File: config.mk
export PLATFORM = sky130hd
export DESIGN_NAME = backsub_frame_arbiter_flat
export DESIGN_NICKNAME = d
export VERILOG_FILES = /design/src/rtl/backsub_frame_arbiter_pkg.sv /design/src/rtl/backsub_frame_arbiter_if.sv /design/src/rtl/backsub_frame_arbiter_rr_arbiter.sv /design/src/rtl/backsub_frame_arbiter.sv /design/src/flat_wrapper.sv
export SDC_FILE = /design/constraint.sdc
export NUM_CORES = 1
export LEC_CHECK = 0
export CAP_MARGIN = 15
export CORE_MARGIN = 5
export CORE_UTILIZATION = 46
export CTS_CLUSTER_SIZE = 25
export DETAILED_ROUTE_END_ITERATION = 10
export GPL_TIMING_DRIVEN = 0
export HOLD_SLACK_MARGIN = 0.1
export PLACE_DENSITY = 0.77
export SKIP_LAST_GASP = 1
export SLEW_MARGIN = 20
export SYNTH_ARGS = -nofsm -noshare
export SYNTH_HDL_FRONTEND = slang
export SYNTH_SLANG_ARGS = --single-unit
File: constraint.sdc
create_clock -name i_clock -period 1.8 [get_ports i_clock]
set_input_delay 0.54 -clock i_clock [delete_from_list [all_inputs] [get_ports i_clock]]
set_output_delay 0.54 -clock i_clock [all_outputs]
set_load 0.005 [all_outputs]
File: src/rtl/backsub_frame_arbiter_pkg.sv
// backsub_arb_pkg: state encodings and sizing helper shared by backsub_frame_arbiter and its interface.
package backsub_arb_pkg;
  localparam logic [1:0] IDLE   = 2'd0;
  localparam logic [1:0] STREAM = 2'd1;
  localparam logic [1:0] PAD    = 2'd2;
  function automatic int id_w(input int n);
    return n > 1 ? $clog2(n) : 1;
  endfunction
endpackage

File: src/rtl/backsub_frame_arbiter_if.sv
// backsub_frame_arbiter_if: requester handshake, backsub-side word bus and status of backsub_frame_arbiter.
interface backsub_frame_arbiter_if
  import backsub_arb_pkg::*;
#(
  parameter int WIDTH   = 8,
  parameter int NUM_REQ = 4,
  parameter int IW      = id_w(NUM_REQ)
);
  logic [NUM_REQ*WIDTH-1:0] i_req_data;
  logic [NUM_REQ-1:0]       i_req_valid;
  logic [NUM_REQ-1:0]       o_req_ready;
  logic [WIDTH-1:0]         o_bs_data;
  logic                     o_bs_valid;
  logic [IW-1:0]            o_bs_id;
  logic                     o_bs_first;
  logic                     o_bs_last;
  logic                     i_sink_ready;
  logic                     o_busy;
  logic                     o_timeout;
  modport master (
    output i_req_data, i_req_valid, i_sink_ready,
    input  o_req_ready, o_bs_data, o_bs_valid, o_bs_id, o_bs_first, o_bs_last, o_busy, o_timeout
  );
  modport slave (
    input  i_req_data, i_req_valid, i_sink_ready,
    output o_req_ready, o_bs_data, o_bs_valid, o_bs_id, o_bs_first, o_bs_last, o_busy, o_timeout
  );
endinterface

File: src/rtl/backsub_frame_arbiter_rr_arbiter.sv
// rr_arbiter: rotating-priority pick; the search starts one above ptr_i and wraps to 0.
module rr_arbiter #(
  parameter int N  = 4,
  parameter int IW = 2
) (
  input  logic [N-1:0]  req_i,
  input  logic [IW-1:0] ptr_i,
  output logic [N-1:0]  grant_o,
  output logic [IW-1:0] idx_o,
  output logic          any_o
);
  always_comb begin
    idx_o = '0;
    for (int k = N - 1; k >= 0; k--) idx_o = req_i[k] ? IW'(k) : idx_o;
    // lowest requester above the pointer overrides the wrapped-around choice
    for (int k = N - 1; k >= 0; k--) idx_o = (req_i[k] && IW'(k) > ptr_i) ? IW'(k) : idx_o;
    any_o = |req_i;
    grant_o = any_o ? (N'(1) << idx_o) : '0;
  end
endmodule

File: src/rtl/backsub_frame_arbiter.sv
// backsub_frame_arbiter: whole-vector round-robin sharing of one backsub; BACKSUB_ARB_WATCHDOG_EN adds stall watchdog with zero padding.
module backsub_frame_arbiter
  import backsub_arb_pkg::*;
#(
  parameter int WIDTH     = 8,
  parameter int NUM_WORDS = 1024,
  parameter int NUM_REQ   = 4,
  parameter int TIMEOUT   = 255
) (
  input logic                    i_clock,
  input logic                    i_reset,
  backsub_frame_arbiter_if.slave bus
);
  localparam int IW = id_w(NUM_REQ);
  localparam int CW = $clog2(NUM_WORDS);
  typedef struct packed {
    logic [WIDTH-1:0] data;
    logic [IW-1:0]    id;
    logic             first;
    logic             last;
  } word_t;
  if (NUM_WORDS < 2 || NUM_REQ < 2 || TIMEOUT < 1) begin : g_param_check
    $error("backsub_frame_arbiter: NUM_WORDS and NUM_REQ must be >= 2, TIMEOUT >= 1");
  end
  logic [1:0]         state_q, state_d;
  logic [CW-1:0]      cnt_q, cnt_d;
  logic [IW-1:0]      ptr_q, ptr_d, g_q, g_d, pick_idx;
  logic [NUM_REQ-1:0] oh_q, oh_d, pick_oh;
  logic [WIDTH-1:0]   sel_data;
  logic               pick_any, xfer, pad_issue, issue, last_w, timeout_d, valid_q, timeout_q;
  word_t              word_q, word_d;
  rr_arbiter #(.N(NUM_REQ), .IW(IW)) u_rr (
    .req_i  (bus.i_req_valid),
    .ptr_i  (ptr_q),
    .grant_o(pick_oh),
    .idx_o  (pick_idx),
    .any_o  (pick_any)
  );
  // the backsub has no backpressure, so sink readiness gates the requester directly
  assign bus.o_req_ready = (state_q == STREAM && bus.i_sink_ready) ? oh_q : '0;
  assign xfer = |(bus.i_req_valid & bus.o_req_ready);
  assign issue = xfer || pad_issue;
  assign last_w = cnt_q == CW'(NUM_WORDS - 1);
  always_comb begin
    sel_data = '0;
    for (int k = 0; k < NUM_REQ; k++) sel_data = oh_q[k] ? bus.i_req_data[k*WIDTH +: WIDTH] : sel_data;
  end
`ifdef BACKSUB_ARB_WATCHDOG_EN
  localparam int SW = $clog2(TIMEOUT + 1);
  logic [SW-1:0] stall_q, stall_d;
  assign stall_d = (state_q == STREAM && bus.i_sink_ready && !(|(bus.i_req_valid & oh_q))) ? stall_q + 1'b1 : '0;
  assign timeout_d = stall_d == SW'(TIMEOUT);
  assign pad_issue = state_q == PAD && bus.i_sink_ready;
  always_ff @(posedge i_clock) stall_q <= (i_reset || timeout_d) ? '0 : stall_d;
`else
  assign timeout_d = 1'b0;
  assign pad_issue = 1'b0;
`endif
  always_comb begin
    state_d = state_q;
    cnt_d = cnt_q;
    ptr_d = ptr_q;
    g_d = g_q;
    oh_d = oh_q;
    word_d = word_q;
    if (state_q == IDLE && pick_any) begin
      state_d = STREAM;
      g_d = pick_idx;
      oh_d = pick_oh;
    end
    if (timeout_d) state_d = PAD;
    if (issue) begin
      word_d = '{data: xfer ? sel_data : {WIDTH{1'b0}}, id: g_q, first: cnt_q == '0, last: last_w};
      cnt_d = last_w ? '0 : cnt_q + 1'b1;
      state_d = last_w ? IDLE : state_d;
      ptr_d = last_w ? g_q : ptr_q;
    end
  end
  always_ff @(posedge i_clock) begin
    if (i_reset) begin
      state_q <= IDLE;
      cnt_q <= '0;
      ptr_q <= IW'(NUM_REQ - 1);
      g_q <= '0;
      oh_q <= '0;
      word_q <= '0;
      valid_q <= 1'b0;
      timeout_q <= 1'b0;
    end else begin
      state_q <= state_d;
      cnt_q <= cnt_d;
      ptr_q <= ptr_d;
      g_q <= g_d;
      oh_q <= oh_d;
      word_q <= word_d;
      valid_q <= issue;
      timeout_q <= timeout_d;
    end
  end
  assign bus.o_bs_data = word_q.data;
  assign bus.o_bs_id = word_q.id;
  assign bus.o_bs_first = word_q.first;
  assign bus.o_bs_last = word_q.last;
  assign bus.o_bs_valid = valid_q;
  assign bus.o_busy = state_q == STREAM || state_q == PAD;
  assign bus.o_timeout = timeout_q;
endmodule

File: src/flat_wrapper.sv
// flat-port wrapper written by rule: the top's interface ports become plain ports
module backsub_frame_arbiter_flat import backsub_arb_pkg::*;
#(
  parameter int WIDTH     = 8,
  parameter int NUM_WORDS = 1024,
  parameter int NUM_REQ   = 4,
  parameter int TIMEOUT   = 255
)
  (i_clock, i_reset, bus_i_req_data, bus_i_req_valid, bus_i_sink_ready, bus_o_req_ready, bus_o_bs_data, bus_o_bs_valid, bus_o_bs_id, bus_o_bs_first, bus_o_bs_last, bus_o_busy, bus_o_timeout);
  backsub_frame_arbiter_if #(.WIDTH(WIDTH), .NUM_REQ(NUM_REQ)) bus_i ();
  input logic i_clock;
  input logic i_reset;
  input wire logic [$bits(bus_i.i_req_data)-1:0] bus_i_req_data;
  input wire logic [$bits(bus_i.i_req_valid)-1:0] bus_i_req_valid;
  input wire logic [$bits(bus_i.i_sink_ready)-1:0] bus_i_sink_ready;
  output wire logic [$bits(bus_i.o_req_ready)-1:0] bus_o_req_ready;
  output wire logic [$bits(bus_i.o_bs_data)-1:0] bus_o_bs_data;
  output wire logic [$bits(bus_i.o_bs_valid)-1:0] bus_o_bs_valid;
  output wire logic [$bits(bus_i.o_bs_id)-1:0] bus_o_bs_id;
  output wire logic [$bits(bus_i.o_bs_first)-1:0] bus_o_bs_first;
  output wire logic [$bits(bus_i.o_bs_last)-1:0] bus_o_bs_last;
  output wire logic [$bits(bus_i.o_busy)-1:0] bus_o_busy;
  output wire logic [$bits(bus_i.o_timeout)-1:0] bus_o_timeout;
  assign bus_i.i_req_data = bus_i_req_data;
  assign bus_i.i_req_valid = bus_i_req_valid;
  assign bus_i.i_sink_ready = bus_i_sink_ready;
  assign bus_o_req_ready = bus_i.o_req_ready;
  assign bus_o_bs_data = bus_i.o_bs_data;
  assign bus_o_bs_valid = bus_i.o_bs_valid;
  assign bus_o_bs_id = bus_i.o_bs_id;
  assign bus_o_bs_first = bus_i.o_bs_first;
  assign bus_o_bs_last = bus_i.o_bs_last;
  assign bus_o_busy = bus_i.o_busy;
  assign bus_o_timeout = bus_i.o_timeout;
  backsub_frame_arbiter #(.WIDTH(WIDTH), .NUM_WORDS(NUM_WORDS), .NUM_REQ(NUM_REQ), .TIMEOUT(TIMEOUT)) u_core (.i_clock(i_clock), .i_reset(i_reset), .bus(bus_i));
endmodule
==> qor.txt <==
Drt initial violations = 96
P&R area growth vs syn = 45.8%
Top FF cell, synth = dfxtp_1
Share of the synthesized area in the top cell type = 36.2%
Clk pin slew, worst setup/hold paths = 0.07 ns
Die H = 73.0 um
First-pass GRT wire length = 8.14 mm
Slew Limit Fails = 0
Count leader, synth = dfxtp_1
Initial Util = 48.7%
Max Cap Viol = 0
Share of cells above drive strength 1 = 14.7%
Rows = 22
Element type at the critical path end = output pin
Setup WS post-layout = 0.0365 ns
Fin crit share = 98.0%
Crit-path max cell delay = 0.25 ns
WP buf/inv = 2
Mean post-synth cell area = 8.52 um2
Number of top-level pins = 58
Worst rel slew slack = 61.8%
FF+latch count, synth = 33
Detailed placer's ending HPWL = 3.86 mm
Critical Path Start Type = input pin
Core Area = 0.00374 mm2
Root Driver = clkbuf_8
Nets = 327
Status = finished, final reports clean
CTS tree = yes
WP data required = 1.26 ns
Setup WS pre-CTS = -0.612 ns
Fin area = 0.00266 mm2
Die X-Extent = 73.0 um
Vias = 1835
Slowest CP cell = clkdlybuf4s15_1
Yosys cell types = 44
Vias/cell = 5.51
Initial antenna violation count = 0
Largest net degree at the start of global routing = 11
Critical-path cell list = clkdlybuf4s15_1 > and3_1 > clkdlybuf4s15_1
Total CTS buffers = 5
GRT overflow = 0
Final Hold Fails = 0
N_diodes = 0
Class of the tightest hold or removal check = register to register
Maximum vdd drop = 0.624 mV
Max Freq = 567 MHz
Worst-Margin Slew = 0.572 ns
Clk buf depth = 2
Ys async rst share = 0%
# DRC = 0
Critical path class = input pin to output pin
Clk_skew = 0.00793 ns
GP Congestion = 0.791
CP arrival = 1.22 ns
Cell family with most CP delay = buffers and inverters
Tot GR Track Use = 20.1%
Top cell by count, worst path = clkdlybuf4s15_1
Leak = 1.01 nW
Period minus WS final = 1.76 ns
Synth top cells by count = 33 x dfxtp_1, 21 x a21oi_1, 19 x nor2_1, 15 x nand2_1, 14 x inv_1
DR WL/cell = 15.7 um
Post-Syn Instances = 214
Synthesis Warnings = 0
CP Max Fanout = 6
Clock Sinks = 33
Top cells by area, synth = dfxtp_1 36%, a21oi_1 5.8%, a211oi_1 4.9%
Routed Wire Length = 5.23 mm
H-tree depth = 2
Syn nets = 257
Netlist Area Pre-Place = 0.00182 mm2
Register area share after synthesis = 36.2%
TritonRoute pass-1 iters = 4
Die area = 0.00532 mm2
Pwr Density = 606 mW/mm2
IO buf count = 56
Final setup viols = 0
Number of antenna-violating nets in the routed design = 0
Final Core Density = 71.0%
Post-synth EDFFs = 0
Area leader, netlist = dfxtp_1
Dpl cell area = 0.00244 mm2
Worst-Skew Late Latency = 0.29 ns
Vias in the first global route = 1653
## worst min-delay path, cell delays in order (launching register included)
cell	delay, ns
dfxtp_2	0.32
nand2_1	0.05
nor2_1	0.03
## cells in the final DEF (no fill, tap or decap), drive strengths merged, types with 3 or more instances in the layout
| cell | count |
|---|---|
| a211o | 8 |
| a211oi | 13 |
| a21oi | 22 |
| a221oi | 8 |
| a31oi | 3 |
| and3 | 5 |
| buf | 15 |
| clkbuf | 16 |
| clkdlybuf4s15 | 6 |
| clkdlybuf4s50 | 46 |
| dfxtp | 33 |
| ha | 4 |
| inv | 14 |
| nand2 | 16 |
| nand3 | 4 |
| nand4 | 4 |
| nor2 | 19 |
| nor2b | 4 |
| nor4b | 3 |
| o21ai | 4 |
| o31ai | 4 |
| or4 | 3 |
| xnor2 | 4 |
## cell families (layout without fill, tap and decap cells)
logic type | after synthesis | count (layout) | share of synthesized area [%]
flops | 33 | 33 | 36.2
fa+ha+maj | 4 | 4 | 2.75
buf+inv | 30 | 101 | 8.44
compound gates | 73 | 73 | 29.7
xor+xnor | 4 | 4 | 1.92
mux | 2 | 2 | 1.10
other cells | 1 | 1 | 0.206
simple gates | 67 | 67 | 19.6
## per-layer routing
layer	track usage, %	wire length, um	vias to the layer above
met5	0	0	-
met1	26.9	2460	861
met2	32.6	2500	40
met4	6.76	80	0
met3	3.44	196	7
li1	-	-	927
## flip-flops by register name (all words and copies together) (netlist names)
| name | cells |
|---|---|
| u_core.bus.o_bs_data | 8 |
| u_core.ptr_q | 2 |
| u_core.bus.o_bs_last | 1 |
| u_core.bus.o_bs_valid | 1 |
| u_core.g_q | 2 |
| u_core.oh_q | 4 |
| u_core.bus.o_bs_first | 1 |
| u_core.bus.o_bs_id | 2 |
| u_core.cnt_q | 10 |
| u_core.state_q | 2 |
## where the power goes
part / switching [mW] / internal (mW) / total [mW] / leakage, nW
clock: 0.270 / 0.268 / 0.538 / 0.0450
sequential: 0.0139 / 0.749 / 0.763 / 0.268
combinational: 0.133 / 0.176 / 0.309 / 0.692
## final cells by class
cell class                      count  area [um2]
Buffer                             16         170
Clock buffer                        6        72.6
Clock inverter                      2        10.0
Fill cell                         324        1080
Inverter                           14        52.6
Multi-Input combinational cell    151        1030
Sequential cell                    33         664
Tap cell                           48        60.1
Timing Repair Buffer               63         601
## final timing paths
kind,start,endpoint,slack (ns),cells past startpoint
worst max-delay path,bus_i_sink_ready,bus_o_req_ready[0],0.04,3
worst min-delay path,u_core.state_q[1],u_core.state_q[1],0.43,2
worst max register to register,u_core.state_q[1],u_core.cnt_q[6],0.06,8
worst min register to register,u_core.state_q[1],u_core.state_q[1],0.43,2
## metrics by stage
step                      hold slack [ns]   TNS, ns  power (mW)  instances
final                               0.434         0        1.61        333
after global routing                0.469  -0.00520        1.67        333
after CTS                           0.435  -0.00741        1.61        330
after detailed placement            0.420    -17.48        1.07        318
after global placement              0.418    -16.92        1.06        318
after floorplan                     0.410         0       0.913        214
## repair_timing
| item | CTS | global route |
|---|---|---|
| gates resized for setup | 36 | 12 |
| setup buffers | 4 | 3 |
| endpoints found under the setup margin | 38 | 20 |
| hold buffers | 0 | 0 |
| pin swaps | 2 | 4 |
Note: power is estimated with default switching activity, not from simulation.
